[config.mk]
export PLATFORM = sky130hd
export DESIGN_NAME = tis_port_unit_flat
export DESIGN_NICKNAME = d
export VERILOG_FILES = /design/src/rtl/tis_port_unit_if.sv /design/src/rtl/tis_port_unit.sv /design/src/flat_wrapper.sv
export SDC_FILE = /design/constraint.sdc
export NUM_CORES = 1
export LEC_CHECK = 0
export ABC_AREA = 0
export CORE_MARGIN = 2
export CORE_UTILIZATION = 34
export DETAILED_ROUTE_END_ITERATION = 16
export GPL_TIMING_DRIVEN = 1
export PLACE_DENSITY = 0.77
export SLEW_MARGIN = 20
export SYNTH_ARGS = -nofsm -noshare
export SYNTH_HDL_FRONTEND = slang
export SYNTH_SLANG_ARGS = --single-unit
[constraint.sdc]
create_clock -name CLK -period 2.22 [get_ports CLK]
set_input_delay 0.666 -clock CLK [delete_from_list [all_inputs] [get_ports CLK]]
set_output_delay 0.666 -clock CLK [all_outputs]
set_load 0.005 [all_outputs]
[src/rtl/tis_port_unit_if.sv]
// Request, status and neighbour-link signals of tis_port_unit.
// slave: the port unit itself; master: node decode/execute plus neighbour links.
interface tis_port_unit_if #(
    parameter int WORD_SIZE = 11,
    parameter int NUM_PORTS = 4,
    parameter int DIR_W     = $clog2(NUM_PORTS + 3)
);
    logic                           req_valid;
    logic                           req_write;
    logic [DIR_W-1:0]               req_dir;
    logic [WORD_SIZE-1:0]           wr_data;
    logic                           busy;
    logic                           done;
    logic [WORD_SIZE-1:0]           rd_data;
    logic [NUM_PORTS*WORD_SIZE-1:0] out_data;
    logic [NUM_PORTS-1:0]           out_valid;
    logic [NUM_PORTS-1:0]           out_ready;
    logic [NUM_PORTS*WORD_SIZE-1:0] in_data;
    logic [NUM_PORTS-1:0]           in_valid;
    logic [NUM_PORTS-1:0]           in_ready;

    modport slave (
        input  req_valid, req_write, req_dir, wr_data, out_ready, in_data, in_valid,
        output busy, done, rd_data, out_data, out_valid, in_ready
    );

    modport master (
        output req_valid, req_write, req_dir, wr_data, out_ready, in_data, in_valid,
        input  busy, done, rd_data, out_data, out_valid, in_ready
    );
endinterface

[src/rtl/tis_port_unit.sv]
// Blocking MOV-style port unit for a TIS-100 node: one read/write per request on a
// neighbour, ANY, LAST or NIL. Define TIS_ANY_RR_EN for round-robin ANY priority.
module tis_port_unit #(
    parameter int WORD_SIZE = 11,
    parameter int NUM_PORTS = 4,
    parameter int DIR_W     = $clog2(NUM_PORTS + 3)
) (
    input  logic           CLK,
    input  logic           nRST,
    tis_port_unit_if.slave bus
);

    localparam int PW = (NUM_PORTS > 1) ? $clog2(NUM_PORTS) : 1;

    typedef enum logic [1:0] {S_IDLE, S_WAIT, S_DONE} state_t;

    state_t               state, state_nxt;
    logic                 op_write;
    logic                 op_any;
    logic [NUM_PORTS-1:0] mask;
    logic [WORD_SIZE-1:0] wdata;
    logic [WORD_SIZE-1:0] rdata;
    logic [PW-1:0]        last_port;
    logic                 last_vld;

    logic [31:0]          dir_i;
    logic [NUM_PORTS-1:0] req_mask;
    logic                 req_any;
    logic                 req_nil;

    logic [31:0]          base;
    logic [NUM_PORTS-1:0] peer;
    logic [NUM_PORTS-1:0] grant;
    logic                 blocked;
    logic [NUM_PORTS-1:0] offer;
    logic [NUM_PORTS-1:0] ov;
    logic [NUM_PORTS-1:0] ir;
    logic [NUM_PORTS-1:0] xfer;
    logic                 hit;
    logic [PW-1:0]        hit_idx;
    logic [WORD_SIZE-1:0] hit_word;

    function automatic int unsigned rank(input int unsigned p, input int unsigned b);
        return (p + NUM_PORTS - b) % NUM_PORTS;
    endfunction

    // Resolve the requested direction into a port mask; empty LAST collapses to NIL.
    always_comb begin
        dir_i    = 32'(bus.req_dir);
        req_mask = '0;
        req_any  = 1'b0;
        req_nil  = 1'b0;
        if (dir_i < 32'(NUM_PORTS)) begin
            for (int unsigned p = 0; p < NUM_PORTS; p++)
                req_mask[p] = (dir_i == p);
        end else if (dir_i == 32'(NUM_PORTS)) begin
            req_mask = '1;
            req_any  = 1'b1;
        end else if (dir_i == 32'(NUM_PORTS + 1) && last_vld) begin
            for (int unsigned p = 0; p < NUM_PORTS; p++)
                req_mask[p] = (32'(last_port) == p);
        end else begin
            req_nil = 1'b1;
        end
    end

    // ANY: a port drops its offer while a higher-priority peer is ready/offering,
    // so exactly one handshake can complete.
    always_comb begin
        base = '0;
`ifdef TIS_ANY_RR_EN
        if (last_vld && 32'(last_port) != 32'(NUM_PORTS - 1))
            base = 32'(last_port) + 32'd1;
`endif
        peer    = op_write ? bus.out_ready : bus.in_valid;
        grant   = '0;
        blocked = 1'b0;
        for (int unsigned p = 0; p < NUM_PORTS; p++) begin
            blocked = 1'b0;
            for (int unsigned q = 0; q < NUM_PORTS; q++)
                if (q != p && rank(q, base) < rank(p, base) && peer[q])
                    blocked = 1'b1;
            grant[p] = mask[p] & ~(op_any & blocked);
        end
    end

    assign offer = (state == S_WAIT) ? grant : '0;
    assign ov    = op_write ? offer : '0;
    assign ir    = op_write ? '0 : offer;
    assign xfer  = (ov & bus.out_ready) | (ir & bus.in_valid);

    always_comb begin
        hit      = 1'b0;
        hit_idx  = '0;
        hit_word = '0;
        for (int unsigned p = 0; p < NUM_PORTS; p++) begin
            if (xfer[p] && !hit) begin
                hit      = 1'b1;
                hit_idx  = PW'(p);
                hit_word = bus.in_data[p*WORD_SIZE +: WORD_SIZE];
            end
        end
    end

    assign bus.out_valid = ov;
    assign bus.in_ready  = ir;
    assign bus.out_data  = {NUM_PORTS{wdata}};
    assign bus.rd_data   = rdata;
    assign bus.busy      = (state != S_IDLE);
    assign bus.done      = (state == S_DONE);

    always_ff @(posedge CLK or negedge nRST) begin
        if (!nRST) state <= S_IDLE;
        else       state <= state_nxt;
    end

    always_comb begin
        state_nxt = state;
        unique case (state)
            S_IDLE:  if (bus.req_valid) state_nxt = req_nil ? S_DONE : S_WAIT;
            S_WAIT:  if (hit) state_nxt = S_DONE;
            S_DONE:  state_nxt = S_IDLE;
            default: state_nxt = S_IDLE;
        endcase
    end

    always_ff @(posedge CLK or negedge nRST) begin
        if (!nRST) begin
            op_write  <= 1'b0;
            op_any    <= 1'b0;
            mask      <= '0;
            wdata     <= '0;
            rdata     <= '0;
            last_port <= '0;
            last_vld  <= 1'b0;
        end else begin
            unique case (state)
                S_IDLE: begin
                    if (bus.req_valid) begin
                        op_write <= bus.req_write;
                        op_any   <= req_any;
                        mask     <= req_mask;
                        if (bus.req_write)
                            wdata <= bus.wr_data;
                        else if (req_nil)
                            rdata <= '0;
                    end
                end
                S_WAIT: begin
                    if (hit) begin
                        if (!op_write)
                            rdata <= hit_word;
                        if (op_any) begin
                            last_port <= hit_idx;
                            last_vld  <= 1'b1;
                        end
                    end
                end
                default: mask <= '0;
            endcase
        end
    end

endmodule

[src/flat_wrapper.sv]
// flat-port wrapper written by rule: the top's interface ports become plain ports
module tis_port_unit_flat 
#(
    parameter int WORD_SIZE = 11,
    parameter int NUM_PORTS = 4,
    parameter int DIR_W     = $clog2(NUM_PORTS + 3)
)
  (CLK, nRST, bus_req_valid, bus_req_write, bus_req_dir, bus_wr_data, bus_out_ready, bus_in_data, bus_in_valid, bus_busy, bus_done, bus_rd_data, bus_out_data, bus_out_valid, bus_in_ready);
  tis_port_unit_if #(.WORD_SIZE(WORD_SIZE), .NUM_PORTS(NUM_PORTS), .DIR_W(DIR_W)) bus_i ();
  input  logic CLK;
  input  logic nRST;
  input wire logic [$bits(bus_i.req_valid)-1:0] bus_req_valid;
  input wire logic [$bits(bus_i.req_write)-1:0] bus_req_write;
  input wire logic [$bits(bus_i.req_dir)-1:0] bus_req_dir;
  input wire logic [$bits(bus_i.wr_data)-1:0] bus_wr_data;
  input wire logic [$bits(bus_i.out_ready)-1:0] bus_out_ready;
  input wire logic [$bits(bus_i.in_data)-1:0] bus_in_data;
  input wire logic [$bits(bus_i.in_valid)-1:0] bus_in_valid;
  output wire logic [$bits(bus_i.busy)-1:0] bus_busy;
  output wire logic [$bits(bus_i.done)-1:0] bus_done;
  output wire logic [$bits(bus_i.rd_data)-1:0] bus_rd_data;
  output wire logic [$bits(bus_i.out_data)-1:0] bus_out_data;
  output wire logic [$bits(bus_i.out_valid)-1:0] bus_out_valid;
  output wire logic [$bits(bus_i.in_ready)-1:0] bus_in_ready;
  assign bus_i.req_valid = bus_req_valid;
  assign bus_i.req_write = bus_req_write;
  assign bus_i.req_dir = bus_req_dir;
  assign bus_i.wr_data = bus_wr_data;
  assign bus_i.out_ready = bus_out_ready;
  assign bus_i.in_data = bus_in_data;
  assign bus_i.in_valid = bus_in_valid;
  assign bus_busy = bus_i.busy;
  assign bus_done = bus_i.done;
  assign bus_rd_data = bus_i.rd_data;
  assign bus_out_data = bus_i.out_data;
  assign bus_out_valid = bus_i.out_valid;
  assign bus_in_ready = bus_i.in_ready;
  tis_port_unit #(.WORD_SIZE(WORD_SIZE), .NUM_PORTS(NUM_PORTS), .DIR_W(DIR_W)) u_core (.CLK(CLK), .nRST(nRST), .bus(bus_i));
endmodule
* Yosys cells after proc, flatten, opt, wreduce, memory -nomap -nowiden
Index checks and enable logic that the tools add are counted.
** Operators by class
- $lt $le $gt $ge :: 1
- Equal/unequal tests :: 15
- Multiplexer cells :: 38
- Bitwise gates (word level) :: 13
- Reductions and logical operators :: 18
** Operator list (count)
- 2-to-1 mux 11 bit :: 9
- 2-to-1 mux 4 bit :: 7
- one-hot mux 11 bit (2 select lines) :: 1
- 2-to-1 mux 1 bit :: 13
- 2-to-1 mux 2 bit :: 5
- AND 4 bit :: 2
- one-hot mux 4 bit (2 select lines) :: 1
- AND 1 bit :: 6
- equality test 2 bit, second input constant :: 3
- equality test 3 x 2 -> 1 bit, second input constant :: 2
- equality test 3 bit, second input constant :: 2
- inequality test 2 bit, second input constant :: 3
- AND reduction 2 bit :: 3
- AND reduction 3 bit :: 2
- AND reduction 6 bit :: 1
- equality test 2 x 1 -> 1 bit, second input constant :: 2
- logical AND 1 bit :: 4
- logical NOT 2 bit :: 2
- inequality test 2 x 1 -> 1 bit, second input constant :: 2
- inverter 1 bit :: 4
- OR 4 bit :: 1
- one-hot mux 2 bit (2 select lines) :: 1
- nonzero test 2 bit :: 2
- equality test 3 x 1 -> 1 bit, second input constant :: 1
- 4 further kinds :: 6
** Storage, ports and cells
- Bits in registers :: 33
- Bits of input ports :: 70
- Output and inout port bits :: 65
- Word-level logic and storage cells :: 93

* Longest topological paths before layout
- Depth in word-level cells :: 24
- Gate-level depth with buffers :: 8
- Gate-level depth less buffers :: 6

* Worst setup path after synthesis
No wires, ideal clock.
- Kind :: input to register
- Start :: input bus_in_valid[2]
- End :: register u_core.rdata[0], in the netlist u_core.bus.rd_data[0]
- Library setup time :: 0.125 ns
- Data arrival time :: 2.251 ns
- Required time :: 2.095 ns
- Path slack :: -0.156 ns
- Cell stages on the path :: 7
- Path buffers :: 1
- Path through :: mux2_4 a211o_1 a21oi_1 nor3_2 a211o_1 buf_6 mux2_4
** Between the ends
- Longest elaborated chain between the ends :: 14
- Elaborated cells between the ends (all ways) :: 23
- Those cells by class :: eq/ne: 1; mux: 12; bitwise: 6; reduce/logical: 4
** RTL lines
- start: declaration :: RTL line flat_wrapper.sv:18 : input wire logic [$bits(bus_i.in_valid)-1:0] bus_in_valid;
- 2-to-1 mux 3 bit :: RTL line tis_port_unit.sv:75 : peer = op_write ? bus.out_ready : bus.in_valid;
- 2-to-1 mux 1 bit :: RTL line tis_port_unit.sv:81 : if (q != p && rank(q, base) < rank(p, base) && peer[q])
- AND 1 bit :: RTL line tis_port_unit.sv:83 : grant[p] = mask[p] & ~(op_any & blocked);
- inverter 1 bit :: RTL line tis_port_unit.sv:83
- AND 1 bit :: RTL line tis_port_unit.sv:83
- 2-to-1 mux 4 bit :: RTL line tis_port_unit.sv:87 : assign offer = (state == S_WAIT) ? grant : '0;
- 2-to-1 mux 4 bit (on tied branches) :: RTL line tis_port_unit.sv:88, tis_port_unit.sv:89
- AND 4 bit :: RTL line tis_port_unit.sv:90 : assign xfer = (ov & bus.out_ready) | (ir & bus.in_valid);
- OR 4 bit (*) :: RTL line tis_port_unit.sv:90
- logical AND 1 bit :: RTL line tis_port_unit.sv:97 : if (xfer[p] && !hit) begin
- 2-to-1 mux 11 bit :: RTL line tis_port_unit.sv:97
- 2-to-1 mux 11 bit :: RTL line tis_port_unit.sv:151 : if (!op_write)
- 2-to-1 mux 11 bit :: RTL line tis_port_unit.sv:150 : if (hit) begin
- one-hot mux 11 bit (2 select lines) :: RTL line tis_port_unit.sv:137 : unique case (state)
- end signal: assignment :: RTL line tis_port_unit.sv:152 : rdata <= hit_word;
- end: declaration :: RTL line tis_port_unit.sv:22 : logic [WORD_SIZE-1:0] rdata;
Mark *: on every way between the ends. The rest lies on a longest branch, timed or not. The select of a mux whose other input is x is not followed.
A chain may end at the register's enable or synchronous reset.

* Worst setup path in the final report
- Start :: register u_core.op_write
- End :: register u_core.rdata[0], in the netlist u_core.bus.rd_data[0]
** Between the ends
- Longest elaborated chain between the ends :: 20
- Elaborated cells between the ends (all ways) :: 39
- Those cells by class :: eq/ne: 2; mux: 18; bitwise: 12; reduce/logical: 7
** RTL lines
- start: declaration :: RTL line tis_port_unit.sv:18 : logic op_write;
- start signal: assignment :: RTL line tis_port_unit.sv:140 : op_write <= bus.req_write;
- 2-to-1 mux 3 bit :: RTL line tis_port_unit.sv:75
- 2-to-1 mux 1 bit :: RTL line tis_port_unit.sv:81
- AND 1 bit :: RTL line tis_port_unit.sv:83
- inverter 1 bit :: RTL line tis_port_unit.sv:83
- AND 1 bit :: RTL line tis_port_unit.sv:83
- 2-to-1 mux 4 bit :: RTL line tis_port_unit.sv:87
- 2-to-1 mux 4 bit (on tied branches) :: RTL line tis_port_unit.sv:88, tis_port_unit.sv:89
- AND 4 bit :: RTL line tis_port_unit.sv:90
- [4 not listed]
- logical AND 1 bit :: RTL line tis_port_unit.sv:97
- 2-to-1 mux 1 bit :: RTL line tis_port_unit.sv:97
- logical NOT 1 bit :: RTL line tis_port_unit.sv:97
- logical AND 1 bit :: RTL line tis_port_unit.sv:97
- 2-to-1 mux 11 bit :: RTL line tis_port_unit.sv:97
- 2-to-1 mux 11 bit :: RTL line tis_port_unit.sv:151
- 2-to-1 mux 11 bit :: RTL line tis_port_unit.sv:150
- one-hot mux 11 bit (2 select lines) :: RTL line tis_port_unit.sv:137
Several ways; a longest one is shown, not always the timed one. The select of a mux whose other input is x is not followed.

==> run metrics <==
antenna violations before repair 0; Slew Limit Fails 0; Simple-Gate Fraction of Synth Area 19.08%; Synth top area share 37.37%; P_leak ~1.7 nW; grt met3 use 5.015%; Yosys reg bits 33; Finish-stage setup viols 13; vias in the first global route 2346; main combinational cell family by area after synthesis simple AND/OR/NAND/NOR gates; Max Root-Sink Buffers 2; failing checks setup timing; global placement routability congestion 0.8564; GRT Max-Usage Layer met2; # hold bufs at CTS 0; Placed Area 3601 um^2; 1st-iter DRT viols 69; DP Worst Slack -0.7677 ns; Crit Path Max Fanout 6; per-cell routed wire length around 15 um; slowest stage delay, CP 0.43 ns; IO Port Bufs between 100 and 150; count leader, synth nand3_1; PnR worst setup slack -0.09389 ns; grt total ovfl 0; CP endpoint kind register; Hold Crit Class input pin to asynchronous set/reset pin; share of post-route cells with drive strength above 1 a little under a third; final hold violation count 0; Final Critical Period 2.314 ns; fmax between 400 and 500 MHz; CTS tree built; met2 Track Usage GR 35.50%; top cells by area, synth dfrtp_1, buf_4, nand3_1; VDD IR max 0.0006186 V; number of diodes 0; Post-synth EDFFs 0; I/O pins ~140; period utilization 104.2%; area of the core 6314 um^2; root buffer cell clkbuf_8; most used cell, CP mux2_4; Die ar. 7160 um^2; clock-pin slew on the worst setup and hold paths 0.07 ns; latest clock arrival within the worst-skew pair 0.28 ns; largest net degree at the start of global routing 34; Pwr Density roughly 1100 nW/um^2; status finished with violations; FP Rows 29; XOR/XNOR share of the synthesized area 0%; Worst slew margin 49.54%; via/cell ratio 5.079; CP startpoint kind register; worst-path cell with the longest stage delay dfrtp_2; DRT antenna net count 0; CP Data Required Time roughly 2.4 ns; transition time of the tightest slew-check pin 0.7569 ns; Max-Cap Viols 0; post-synthesis compound-gate area fraction 12.97%; detailed-route DRC error count 0; mux cell area share after synthesis 15.69%; synth unique cells 34; cts bufs inserted 5; CTS Sinks 33; Synth Net Count 297; Seq/Total Area, Yosys 37.37%; Synth area leader dfrtp_1; Synth Instances 227; Chip Width around 85 um; post-route setup TNS -0.9575 ns; Final Cell Area 3834 um^2; Synth Flop Type dfrtp_1; crit path kind register to register; htree depth 2; first-pass GRT wire length between 10000 and 15000 um; ys async rst share between 90% and 100%; clock skew 0.01226 ns; crit path DAT 2.48 ns; initial core utilization 35.00%; met1 usage 22.48%; final wirelength 6797 um; Die Y-Extent 84.62 um; synth cell count leaders nand3_1, buf_4, dfrtp_1; vias between 2000 and 2500; YS warnings 0; total global-route track usage between 10% and 20%; post-synthesis adder-cell area fraction 0%; unrepaired setup endpoints after global routing yes; Area growth, synth to finish 73.50%; Pre-Repair DR Iteration Count 4; average cell area after synthesis 9.734 um^2; crit-path cells buf_6, mux2_4, a211o_1, a21oi_2, nor3_2, a211o_4, buf_12, mux2_4; Hold WS 0.4530 ns; FILL cells 545; Post-Synthesis Cell Area approximately 2200 um^2; hpwl dp a little over 5000 um; Final Net Count around 440; overall power 4.200 mW
[critical path: cells and delay by family, from the launching register on]
| family | cells | cell delay (ns) |
|---|---|---|
| AOI/OAI and AO/OA | 3 | 0.80 |
| buffers and inverters | 2 | 0.27 |
| DFF | 1 | 0.43 |
| muxes | 2 | 0.61 |
| and+or+nand+nor | 1 | 0.07 |
[cells in the final DEF, fill, tap and decap left out, types with 3 or more instances in the layout]
cell / n
and3_1: 5
nor3_1: 3
buf_6: 3
inv_1: 4
buf_4: 37
or2_2: 3
a22oi_1: 12
a21oi_1: 5
nand3b_1: 3
nand3_1: 36
dlygate4sd2_1: 7
nand2b_1: 3
clkbuf_8: 5
a211oi_1: 5
clkdlybuf4s50_1: 115
mux2_2: 13
mux2_4: 12
nor3_2: 4
nor2_1: 4
nor2b_1: 3
buf_2: 9
o21ai_0: 4
dfrtp_1: 32
[final cells by class]
cell class | instances | area [um^2] | share of cell area, %
Timing Repair Buffer | 177 | 1653 | 43.11
Multi-Input combinational cell | 143 | 1165 | 30.39
Sequential cell | 33 | 827.0 | 21.57
Tap cell | 77 | 96.34 | 2.513
Clock buffer | 5 | 68.82 | 1.795
Inverter | 5 | 18.77 | 0.4896
Clock inverter | 1 | 5.005 | 0.1305
[where the power goes]
| group | switching (mW) | total [mW] | internal [mW] |
|---|---|---|---|
| logic | 0.921 | 2.66 | 1.74 |
| clock network | 0.212 | 0.418 | 0.206 |
| registers | 0.260 | 1.12 | 0.861 |
[per-stage QoR]
step           std cells  util, %
4_1_cts              440    60.21
3_3_place_gp         425    57.04
6_report             441    60.72
5_1_grt              441    60.72
2_1_floorplan        227        -
3_5_place_dp         425    57.04
[cell families (layout without fill, tap and decap cells)]
logic type	count (synthesis)	after routing
and+or+nand+nor	77	77
muxes	27	27
DFF	33	33
buffers and inverters	51	188
AOI/OAI and AO/OA	39	39
[metal layers]
metal	wire length, um	vias up
li1	-	1064
met1	2630	1073
met2	3649	94
met3	436	9
met4	81	0
met5	0	-
[timing repair]
item / in CTS / in global routing
resized for setup: 67 / 10
pin swaps: 11 / 7
buffers inserted: 8 / 1
setup endpoints to repair: 24 / 21
cloned: 2 / 0
[path summary, 6_finish.rpt]
path / start / end / slack (ns) / cells after the start
setup / recovery: u_core.op_write$_DFFE_PN0P_ / u_core.bus.rd_data[0]$_DFFE_PN0P_ / -0.09 / 8
hold / removal: nRST / u_core.bus.rd_data[5]$_DFFE_PN0P_ / 0.45 / 1
setup reg to reg: u_core.op_write$_DFFE_PN0P_ / u_core.bus.rd_data[0]$_DFFE_PN0P_ / -0.09 / 8
hold reg to reg: u_core.bus.rd_data[3]$_DFFE_PN0P_ / u_core.bus.rd_data[3]$_DFFE_PN0P_ / 0.50 / 1
max in group asynchronous: nRST / u_core.op_write$_DFFE_PN0P_ / 1.25 / 1
min in group CLK: u_core.bus.rd_data[3]$_DFFE_PN0P_ / u_core.bus.rd_data[3]$_DFFE_PN0P_ / 0.50 / 1
[sequential cells by signal, indices dropped and copies added, names as in the netlist]
name and count:
u_core.bus.rd_data 11, u_core.last_port 2, u_core.last_vld 1, u_core.mask 4, u_core.op_any 1, u_core.op_write 1, u_core.state 2, u_core.wdata 11
Power figures use the tool's default switching activity.
